<file path="src/rtl/mining_nonce_scheduler_if.sv">
// Bundle of control, block-request, digest and status signals exchanged between
// the nonce scheduler and its host / preprocessing / chunk-engine neighbours.
interface mining_nonce_scheduler_if #(
    parameter int CW = 32
);
    // host control
    logic          start;
    logic          abort;
    logic [CW-1:0] nonce_first;
    logic [CW-1:0] nonce_last;
    logic [255:0]  target;

    // block request towards preprocessing
    logic          blk_valid;
    logic          blk_ready;
    logic [15:0]   blk_addr;
    logic [CW-1:0] nonce;

    // digest from the chunk engine
    logic          hash_valid;
    logic [255:0]  hash_in;

    // status back to the host
    logic [2:0]    state;
    logic          busy;
    logic          done;
    logic          found;
    logic          err;
    logic [CW-1:0] found_nonce;
    logic [CW-1:0] hashes;

    // scheduler side
    modport slave (
        input  start, abort, nonce_first, nonce_last, target,
        input  blk_ready, hash_valid, hash_in,
        output blk_valid, blk_addr, nonce,
        output state, busy, done, found, err, found_nonce, hashes
    );

    // host / engine side
    modport master (
        output start, abort, nonce_first, nonce_last, target,
        output blk_ready, hash_valid, hash_in,
        input  blk_valid, blk_addr, nonce,
        input  state, busy, done, found, err, found_nonce, hashes
    );
endinterface

</file>
<file path="src/rtl/mining_nonce_scheduler.sv">
// Nonce scheduler for the SHA-256 mining datapath. For every nonce in the
// latched range it streams NUM_BLOCKS block requests by address, waits for the
// digest, and compares it against the target. The run ends on the first digest
// below the target, on range exhaustion, on an engine timeout, or on abort.
module mining_nonce_scheduler #(
    parameter int NUM_BLOCKS = 2,
    parameter int TIMEOUT    = 1024,
    parameter int CW         = 32
) (
    input  logic                      clock,
    input  logic                      reset,
    mining_nonce_scheduler_if.slave   bus
);

    typedef enum logic [2:0] {
        IDLE  = 3'd0,
        LOAD  = 3'd1,
        WAIT  = 3'd2,
        CHECK = 3'd3,
        DONE  = 3'd4
    } state_t;

    localparam int              TW           = (TIMEOUT > 1) ? $clog2(TIMEOUT) : 1;
    localparam logic [TW-1:0]   TIMEOUT_LAST = TW'(TIMEOUT - 1);
    localparam logic [15:0]     LAST_BLOCK   = 16'(NUM_BLOCKS - 1);

    state_t          state_q,      state_d;
    logic [15:0]     blkAddr_q,    blkAddr_d;
    logic [CW-1:0]   nonce_q,      nonce_d;
    logic [CW-1:0]   nonceLast_q,  nonceLast_d;
    logic [255:0]    target_q,     target_d;
    logic [255:0]    hash_q,       hash_d;
    logic [TW-1:0]   timer_q,      timer_d;
    logic            found_q,      found_d;
    logic            err_q,        err_d;
    logic [CW-1:0]   foundNonce_q, foundNonce_d;
    logic [CW-1:0]   hashes_q,     hashes_d;
    logic            done_q,       done_d;

    // State and datapath registers; everything clears on the asynchronous reset.
    always_ff @(posedge clock or negedge reset) begin
        if (!reset) begin
            state_q      <= IDLE;
            blkAddr_q    <= '0;
            nonce_q      <= '0;
            nonceLast_q  <= '0;
            target_q     <= '0;
            hash_q       <= '0;
            timer_q      <= '0;
            found_q      <= 1'b0;
            err_q        <= 1'b0;
            foundNonce_q <= '0;
            hashes_q     <= '0;
            done_q       <= 1'b0;
        end else begin
            state_q      <= state_d;
            blkAddr_q    <= blkAddr_d;
            nonce_q      <= nonce_d;
            nonceLast_q  <= nonceLast_d;
            target_q     <= target_d;
            hash_q       <= hash_d;
            timer_q      <= timer_d;
            found_q      <= found_d;
            err_q        <= err_d;
            foundNonce_q <= foundNonce_d;
            hashes_q     <= hashes_d;
            done_q       <= done_d;
        end
    end

    // Next-state logic; abort outranks start and every in-state transition.
    always_comb begin
        state_d      = state_q;
        blkAddr_d    = blkAddr_q;
        nonce_d      = nonce_q;
        nonceLast_d  = nonceLast_q;
        target_d     = target_q;
        hash_d       = hash_q;
        timer_d      = timer_q;
        found_d      = found_q;
        err_d        = err_q;
        foundNonce_d = foundNonce_q;
        hashes_d     = hashes_q;
        done_d       = 1'b0;

        case (state_q)
            IDLE, DONE: begin
                if (bus.abort) begin
                    state_d = IDLE;
                end else if (bus.start) begin
                    nonceLast_d = bus.nonce_last;
                    target_d    = bus.target;
                    nonce_d     = bus.nonce_first;
                    found_d     = 1'b0;
                    err_d       = 1'b0;
                    hashes_d    = '0;
                    blkAddr_d   = '0;
                    if (bus.nonce_first > bus.nonce_last) begin
                        state_d = DONE;
                        done_d  = 1'b1;
                    end else begin
                        state_d = LOAD;
                    end
                end
            end

            LOAD: begin
                if (bus.abort) begin
                    state_d   = IDLE;
                    blkAddr_d = '0;
                end else if (bus.blk_ready) begin
                    if (blkAddr_q == LAST_BLOCK) begin
                        blkAddr_d = '0;
                        timer_d   = '0;
                        state_d   = WAIT;
                    end else begin
                        blkAddr_d = blkAddr_q + 16'd1;
                    end
                end
            end

            WAIT: begin
                if (bus.abort) begin
                    state_d = IDLE;
                end else if (bus.hash_valid) begin
                    hash_d  = bus.hash_in;
                    state_d = CHECK;
                end else if (timer_q == TIMEOUT_LAST) begin
                    err_d   = 1'b1;
                    state_d = DONE;
                    done_d  = 1'b1;
                end else begin
                    timer_d = timer_q + TW'(1);
                end
            end

            CHECK: begin
                if (bus.abort) begin
                    state_d = IDLE;
                end else begin
                    if (hashes_q != {CW{1'b1}}) begin
                        hashes_d = hashes_q + CW'(1);
                    end
                    if (hash_q < target_q) begin
                        found_d      = 1'b1;
                        foundNonce_d = nonce_q;
                        state_d      = DONE;
                        done_d       = 1'b1;
                    end else if (nonce_q == nonceLast_q) begin
                        state_d = DONE;
                        done_d  = 1'b1;
                    end else begin
                        nonce_d = nonce_q + CW'(1);
                        state_d = LOAD;
                    end
                end
            end

            default: begin
                state_d = IDLE;
            end
        endcase
    end

    assign bus.state       = state_q;
    assign bus.blk_valid   = (state_q == LOAD);
    assign bus.blk_addr    = blkAddr_q;
    assign bus.nonce       = nonce_q;
    assign bus.busy        = (state_q == LOAD) || (state_q == WAIT) || (state_q == CHECK);
    assign bus.done        = done_q;
    assign bus.found       = found_q;
    assign bus.err         = err_q;
    assign bus.found_nonce = foundNonce_q;
    assign bus.hashes      = hashes_q;

endmodule
</file>
<file path="src/flat_wrapper.sv">
// flat-port wrapper written by rule: the top's interface ports become plain ports
module mining_nonce_scheduler_flat 
#(
    parameter int NUM_BLOCKS = 2,
    parameter int TIMEOUT    = 1024,
    parameter int CW         = 32
)
  (clock, reset, bus_start, bus_abort, bus_nonce_first, bus_nonce_last, bus_target, bus_blk_ready, bus_hash_valid, bus_hash_in, bus_blk_valid, bus_blk_addr, bus_nonce, bus_state, bus_busy, bus_done, bus_found, bus_err, bus_found_nonce, bus_hashes);
  mining_nonce_scheduler_if #(.CW(CW)) bus_i ();
  input  logic clock;
  input  logic reset;
  input wire logic [$bits(bus_i.start)-1:0] bus_start;
  input wire logic [$bits(bus_i.abort)-1:0] bus_abort;
  input wire logic [$bits(bus_i.nonce_first)-1:0] bus_nonce_first;
  input wire logic [$bits(bus_i.nonce_last)-1:0] bus_nonce_last;
  input wire logic [$bits(bus_i.target)-1:0] bus_target;
  input wire logic [$bits(bus_i.blk_ready)-1:0] bus_blk_ready;
  input wire logic [$bits(bus_i.hash_valid)-1:0] bus_hash_valid;
  input wire logic [$bits(bus_i.hash_in)-1:0] bus_hash_in;
  output wire logic [$bits(bus_i.blk_valid)-1:0] bus_blk_valid;
  output wire logic [$bits(bus_i.blk_addr)-1:0] bus_blk_addr;
  output wire logic [$bits(bus_i.nonce)-1:0] bus_nonce;
  output wire logic [$bits(bus_i.state)-1:0] bus_state;
  output wire logic [$bits(bus_i.busy)-1:0] bus_busy;
  output wire logic [$bits(bus_i.done)-1:0] bus_done;
  output wire logic [$bits(bus_i.found)-1:0] bus_found;
  output wire logic [$bits(bus_i.err)-1:0] bus_err;
  output wire logic [$bits(bus_i.found_nonce)-1:0] bus_found_nonce;
  output wire logic [$bits(bus_i.hashes)-1:0] bus_hashes;
  assign bus_i.start = bus_start;
  assign bus_i.abort = bus_abort;
  assign bus_i.nonce_first = bus_nonce_first;
  assign bus_i.nonce_last = bus_nonce_last;
  assign bus_i.target = bus_target;
  assign bus_i.blk_ready = bus_blk_ready;
  assign bus_i.hash_valid = bus_hash_valid;
  assign bus_i.hash_in = bus_hash_in;
  assign bus_blk_valid = bus_i.blk_valid;
  assign bus_blk_addr = bus_i.blk_addr;
  assign bus_nonce = bus_i.nonce;
  assign bus_state = bus_i.state;
  assign bus_busy = bus_i.busy;
  assign bus_done = bus_i.done;
  assign bus_found = bus_i.found;
  assign bus_err = bus_i.err;
  assign bus_found_nonce = bus_i.found_nonce;
  assign bus_hashes = bus_i.hashes;
  mining_nonce_scheduler #(.NUM_BLOCKS(NUM_BLOCKS), .TIMEOUT(TIMEOUT), .CW(CW)) u_core (.clock(clock), .reset(reset), .bus(bus_i));
endmodule
</file>
<file path="config.mk">
export PLATFORM = sky130hd
export DESIGN_NAME = mining_nonce_scheduler_flat
export DESIGN_NICKNAME = d
export VERILOG_FILES = /design/src/rtl/mining_nonce_scheduler_if.sv /design/src/rtl/mining_nonce_scheduler.sv /design/src/flat_wrapper.sv
export SDC_FILE = /design/constraint.sdc
export NUM_CORES = 2
export LEC_CHECK = 0
export CAP_MARGIN = 20
export CORE_AREA = 2 2 274 276
export CTS_CLUSTER_DIAMETER = 150
export DETAILED_ROUTE_END_ITERATION = 6
export DIE_AREA = 0 0 276 278
export PLACE_DENSITY = 0.73
export SLEW_MARGIN = 10
export SYNTH_ARGS = -nofsm -noshare
export SYNTH_HDL_FRONTEND = slang
export SYNTH_SLANG_ARGS = --single-unit
export TNS_END_PERCENT = 100
</file>
<file path="constraint.sdc">
create_clock -name clock -period 4 [get_ports clock]
set_input_delay 1 -clock clock [delete_from_list [all_inputs] [get_ports clock]]
set_output_delay 1 -clock clock [all_outputs]
set_load 0.005 [all_outputs]
</file>
Yosys cells after proc, flatten, opt, wreduce, memory -nomap -nowiden
Cells that the tools add are included.
{"block": "word_totals", "regBits": 672, "input_bits": 582, "output_inout_bits": 120, "elab_cells": 119}
{"block": "classes", "n_addsub": 4, "order_cmp": 2, "n_eq_ne": 26, "n_mux": 56, "n_bitwise": 1, "n_reduce_logical": 18}
{"cell": "2-to-1 mux 32 bit", "n": 9}
{"cell": "less-than comparator 256 bit", "n": 1}
{"cell": "case mux 32 bit (2 select lines)", "n": 2}
{"cell": "2-to-1 mux 16 bit", "n": 5}
{"cell": "adder 32 x 1 -> 32 bit, second input constant", "n": 2}
{"cell": "2-to-1 mux 10 bit", "n": 6}
{"cell": "2-to-1 mux 3 bit", "n": 12}
{"cell": "== test 32 bit", "n": 1}
{"cell": "> comparator 32 bit", "n": 1}
{"cell": "inequality test 32 bit, second input constant", "n": 1}
{"cell": "case mux 16 bit (2 select lines)", "n": 1}
{"cell": "inequality test 2 bit, second input constant", "n": 10}
{"cell": "case mux 10 bit (2 select lines)", "n": 1}
{"cell": "adder 16 x 1 -> 16 bit, second input constant", "n": 1}
{"cell": "== test 16 x 1 -> 1 bit, second input constant", "n": 1}
{"cell": "2-to-1 mux 1 bit", "n": 16}
{"cell": "case mux 3 bit (4 select lines)", "n": 1}
{"cell": "AND reduction 6 bit", "n": 2}
{"cell": "adder 10 x 1 -> 10 bit, second input constant", "n": 1}
{"cell": "== test 10 bit, second input constant", "n": 1}
{"cell": "AND reduction 5 bit", "n": 2}
{"cell": "AND reduction 3 bit", "n": 3}
{"cell": "inequality test 2 x 1 -> 1 bit, second input constant", "n": 4}
{"cell": "AND reduction 4 bit", "n": 2}
{"cell": "other kinds (14)", "n": 21}

Longest topological paths before layout
{"block": "logic_depth", "depth_word": 5, "depth_mapped": 12, "depth_no_buf": 11}

Worst setup path after synthesis
Ideal clock, no wire load.
{"block": "synth_timing", "kind": "flip-flop to flip-flop", "startpoint": "register u_core.hash_q[214]", "endpoint": "register u_core.foundNonce_q[10] (netlist: u_core.bus.found_nonce[10])", "setup_time_ns": 0.128, "arrival_time_ns": 3.012, "required_time_ns": 3.872, "slack_ns": 0.860, "path_stages_with_launch": 12, "n_path_buf": 1, "period_less_slack_ns": 3.140, "path_cell_list": "dfrtp_1 -> ha_1 -> nand4_1 -> nor3_2 -> nand3_1 -> or4_1 -> or3_1 -> o211ai_2 -> nor3_4 -> nand4_2 -> buf_4 -> mux2_1"}
{"block": "synth_via", "elab_chain_len": 2}
{"item": "from (decl)", "line": "mining_nonce_scheduler.sv:32", "text": "logic [255:0] hash_q, hash_d;"}
{"item": "from (signal assigned)", "line": "mining_nonce_scheduler.sv:61", "text": "hash_q <= hash_d;"}
{"item": "less-than comparator 256 bit", "line": "mining_nonce_scheduler.sv:144", "text": "if (hash_q < target_q) begin"}
{"item": "AND reduction 3 bit (no source line)"}
{"item": "to (signal assigned)", "line": "mining_nonce_scheduler.sv:65", "text": "foundNonce_q <= foundNonce_d;"}
{"item": "to (decl)", "line": "mining_nonce_scheduler.sv:36", "text": "logic [CW-1:0] foundNonce_q, foundNonce_d;"}
Every way passes these cells.
A chain may end at the register's enable or synchronous reset.

Final worst setup path
{"block": "layout_timing", "startpoint": "register u_core.hash_q[213]", "endpoint": "register u_core.foundNonce_q[26] (netlist: u_core.bus.found_nonce[26])"}
The elaborated chain is that of the path after synthesis.

==> reports/metrics.cfg <==
[cts]
worstSkewPairLatency_ps=620
cts.sinks=672
cts_tree=done
path_clk_slew_ps=60
htreeDepth=3
holdBufCountCts=0
cts.path.max_buffers=3
numCtsBuffers=74
clock-root-buffer=clkbuf_16

[synthesis]
yosys.area.top_type=dfrtp_1
synth-edff-count=0
syn_inst=3816
yosys_warnings=0
syn_area_per_cell_um2=8.85
ys_ff_latch=672
synth_ff_type=dfrtp_1
synth_nets=4690
async_reset_ff_share_pct=100
synth_cell_types=69
netlist_area_um2=33800
seq_area_frac_synth_pct=49.8
synth_area_leaders=dfrtp_1, nand2_1, ha_1
synth_top_cell_area_share_pct=49.8

[floorplanning]
core_area_um2=73800
die_height_um=278
row_count=100
dieArea_um2=76700
start_util_pct=45.7
pin_count=702
die_x_um=276

[global_route]
grt_use_total_pct=27.9
antenna_found_initial=21
overflow=0
grt_max_degree=87
grt_pass1_vias=29800
grt_pass1_wl_mm=168

[route]
drc=66
drtIter0Drc=2093
wl_per_cell_um=19.3
vias=29300
dr.pass1.iters=7
drtAntennaViolNets=0
post_drt_via_cell_ratio=5.29
drt_wl_total_mm=107

[status]
status=complete, but fails checks
violations=design-rule violations

[sta]
fmax_mhz=262
tightestPinTransition_ps=858
hold_viol=0
hold_ws_ps=389
fin_tns_setup_ps=0
rsz0062_at_grt=false
period_share_pct=95.3
skew_ps=23.7
slew_viol_final=0
slew_headroom_pct=42.5
setup_ws_ps=187
finalSetupViolCount=0
period_needed_ps=3810

[place]
dpl.hpwl_mm=81.6
place.gp.congestion=0.928
dpl_worst_slack_ps=85.7
io_buffer_count=701
place_area_um2=42400

[worst_setup_path]
path_class=reg -> reg
required_ps=4480
crit_arrival_ps=4290
worst-path-max-fanout=23
critPathLaunchType=flop
crit_start=u_core.hash_q[213]
end_kind=flop
timing.rr.start=u_core.hash_q[213]
crit_end=u_core.bus.found_nonce[26]
r2r_slack_ps=190
rr_worst_depth=11
rr_endpoint=u_core.bus.found_nonce[26]

[power_and_ir_drop]
ir_worst_vdd_mv=0.431
p_leak_nw=21.7
power.density_nw_per_um2=645

[layout]
fillers=6260
drive_gt1_share_pct=4.91
area_delta_synth_final_pct=32.8
nNetsFinal=5384
final_util_pct=60.7
finish.instance_area_um2=44800

[flow_run]
drv_cap=0

[worst_hold_path]
hold_class=in -> async

-- cells by family (layout without fill, tap and decap cells) --
group,Yosys count,after routing,share of synthesized area [%]
compound gates,677,677,11.4
xor+xnor,71,71,1.84
fa+ha+maj,292,292,10.8
buf+inv,481,1227,5.41
flops,672,672,49.8
mux,36,36,1.19
other cells,0,19,0
simple gates,1587,1587,19.5
-- flip-flops by register name, indices dropped and copies added (netlist names) --
signal	flops
u_core.bus.err	1
u_core.bus.state	3
u_core.bus.done	1
u_core.nonceLast_q	32
u_core.bus.found_nonce	32
u_core.hash_q	256
u_core.target_q	256
u_core.timer_q	10
u_core.bus.nonce	32
u_core.bus.found	1
u_core.bus.blk_addr	16
u_core.bus.hashes	32
-- worst min path at each step --
stage,depth (start not counted),start,to
finish,1,reset,u_core.target_q[23]
global placement,2,u_core.hash_q[0],u_core.hash_q[0]
CTS,1,reset,u_core.target_q[23]
detailed placement,2,u_core.hash_q[0],u_core.hash_q[0]
global route,1,reset,u_core.target_q[23]
floorplan,2,u_core.hash_q[0],u_core.hash_q[0]
-- cell usage after synthesis, drive strengths merged, types with 10 or more instances --
master,number
a21oi,143
ha,292
xor2,28
o21ai,374
a31oi,18
inv,316
and2,10
and3,16
nand4,68
nand2,1193
o221ai,14
mux2,34
dfrtp,672
and4,11
clkbuf,151
nor2,115
a211oi,11
buf,14
xnor2,43
a21o,44
nor3,43
or3,18
nand3,68
nor4,21
o31ai,10
-- stage by stage --
step | total power [mW] | std cells
3_5_place_dp | 22.1 | 5403
6_report | 28.9 | 5550
4_1_cts | 29.0 | 5531
3_3_place_gp | 21.6 | 5403
5_1_grt | 31.2 | 5549
2_1_floorplan | 17.8 | 3816
-- what timing repair did --
action	in CTS	in global routing
pin swaps	0	0
setup endpoints to repair	22	37
resized for setup	1	4
setup buffers	0	0
-- critical path, cell delays in order (launching register included) --
cell and delay (ps):
dfrtp_1 390, ha_1 320, nand4_1 160, nor3_2 320
nand3_1 170, or4_1 690, or3_1 430, o211ai_2 340
nor3_4 110, nand4_2 170, buf_12 200, mux2_1 350
-- per-layer routing --
metal  global-route usage, %  up-vias  share of wire [%]
met1                    36.0    14100                 41
met5                       0        -              0.038
met3                    3.65      209                5.5
li1                        -    14000                  -
met4                    12.1        6                4.1
met2                    47.4      942                 49
-- layout make-up --
type                       instances  area [um2]  area share, %
clock buffer                     105        2150           4.80
timing repair buffer             783        8000           17.8
multi-input combinational       2663       15200           33.8
antenna                           19        47.5          0.106
inverter                         316        1190           2.65
tap                              969        1210           2.70
clock inverter                    23         241          0.539
sequential                       672       16800           37.5
-- where the power goes --
part	internal, mW	switching (mW)
registers	9.61	1.69
logic	4.86	5.95
clock network	3.95	2.84
-- placed cells by master, fill, tap and decap left out, drive strengths merged, types with 34 or more instances in the layout --
| cell | Yosys | layout |
|---|---|---|
| inv | 316 | 319 |
| xnor2 | 43 | 43 |
| nand2 | 1193 | 1193 |
| a21o | 44 | 44 |
| nor3 | 43 | 43 |
| buf | 14 | 83 |
| clkdlybuf4s50 | 0 | 700 |
| dfrtp | 672 | 672 |
| nand4 | 68 | 68 |
| mux2 | 34 | 34 |
| o21ai | 374 | 374 |
| ha | 292 | 292 |
| nand3 | 68 | 68 |
| nor2 | 115 | 115 |
| a21oi | 143 | 143 |
| clkbuf | 151 | 105 |
(Power assumes the default switching activity.)
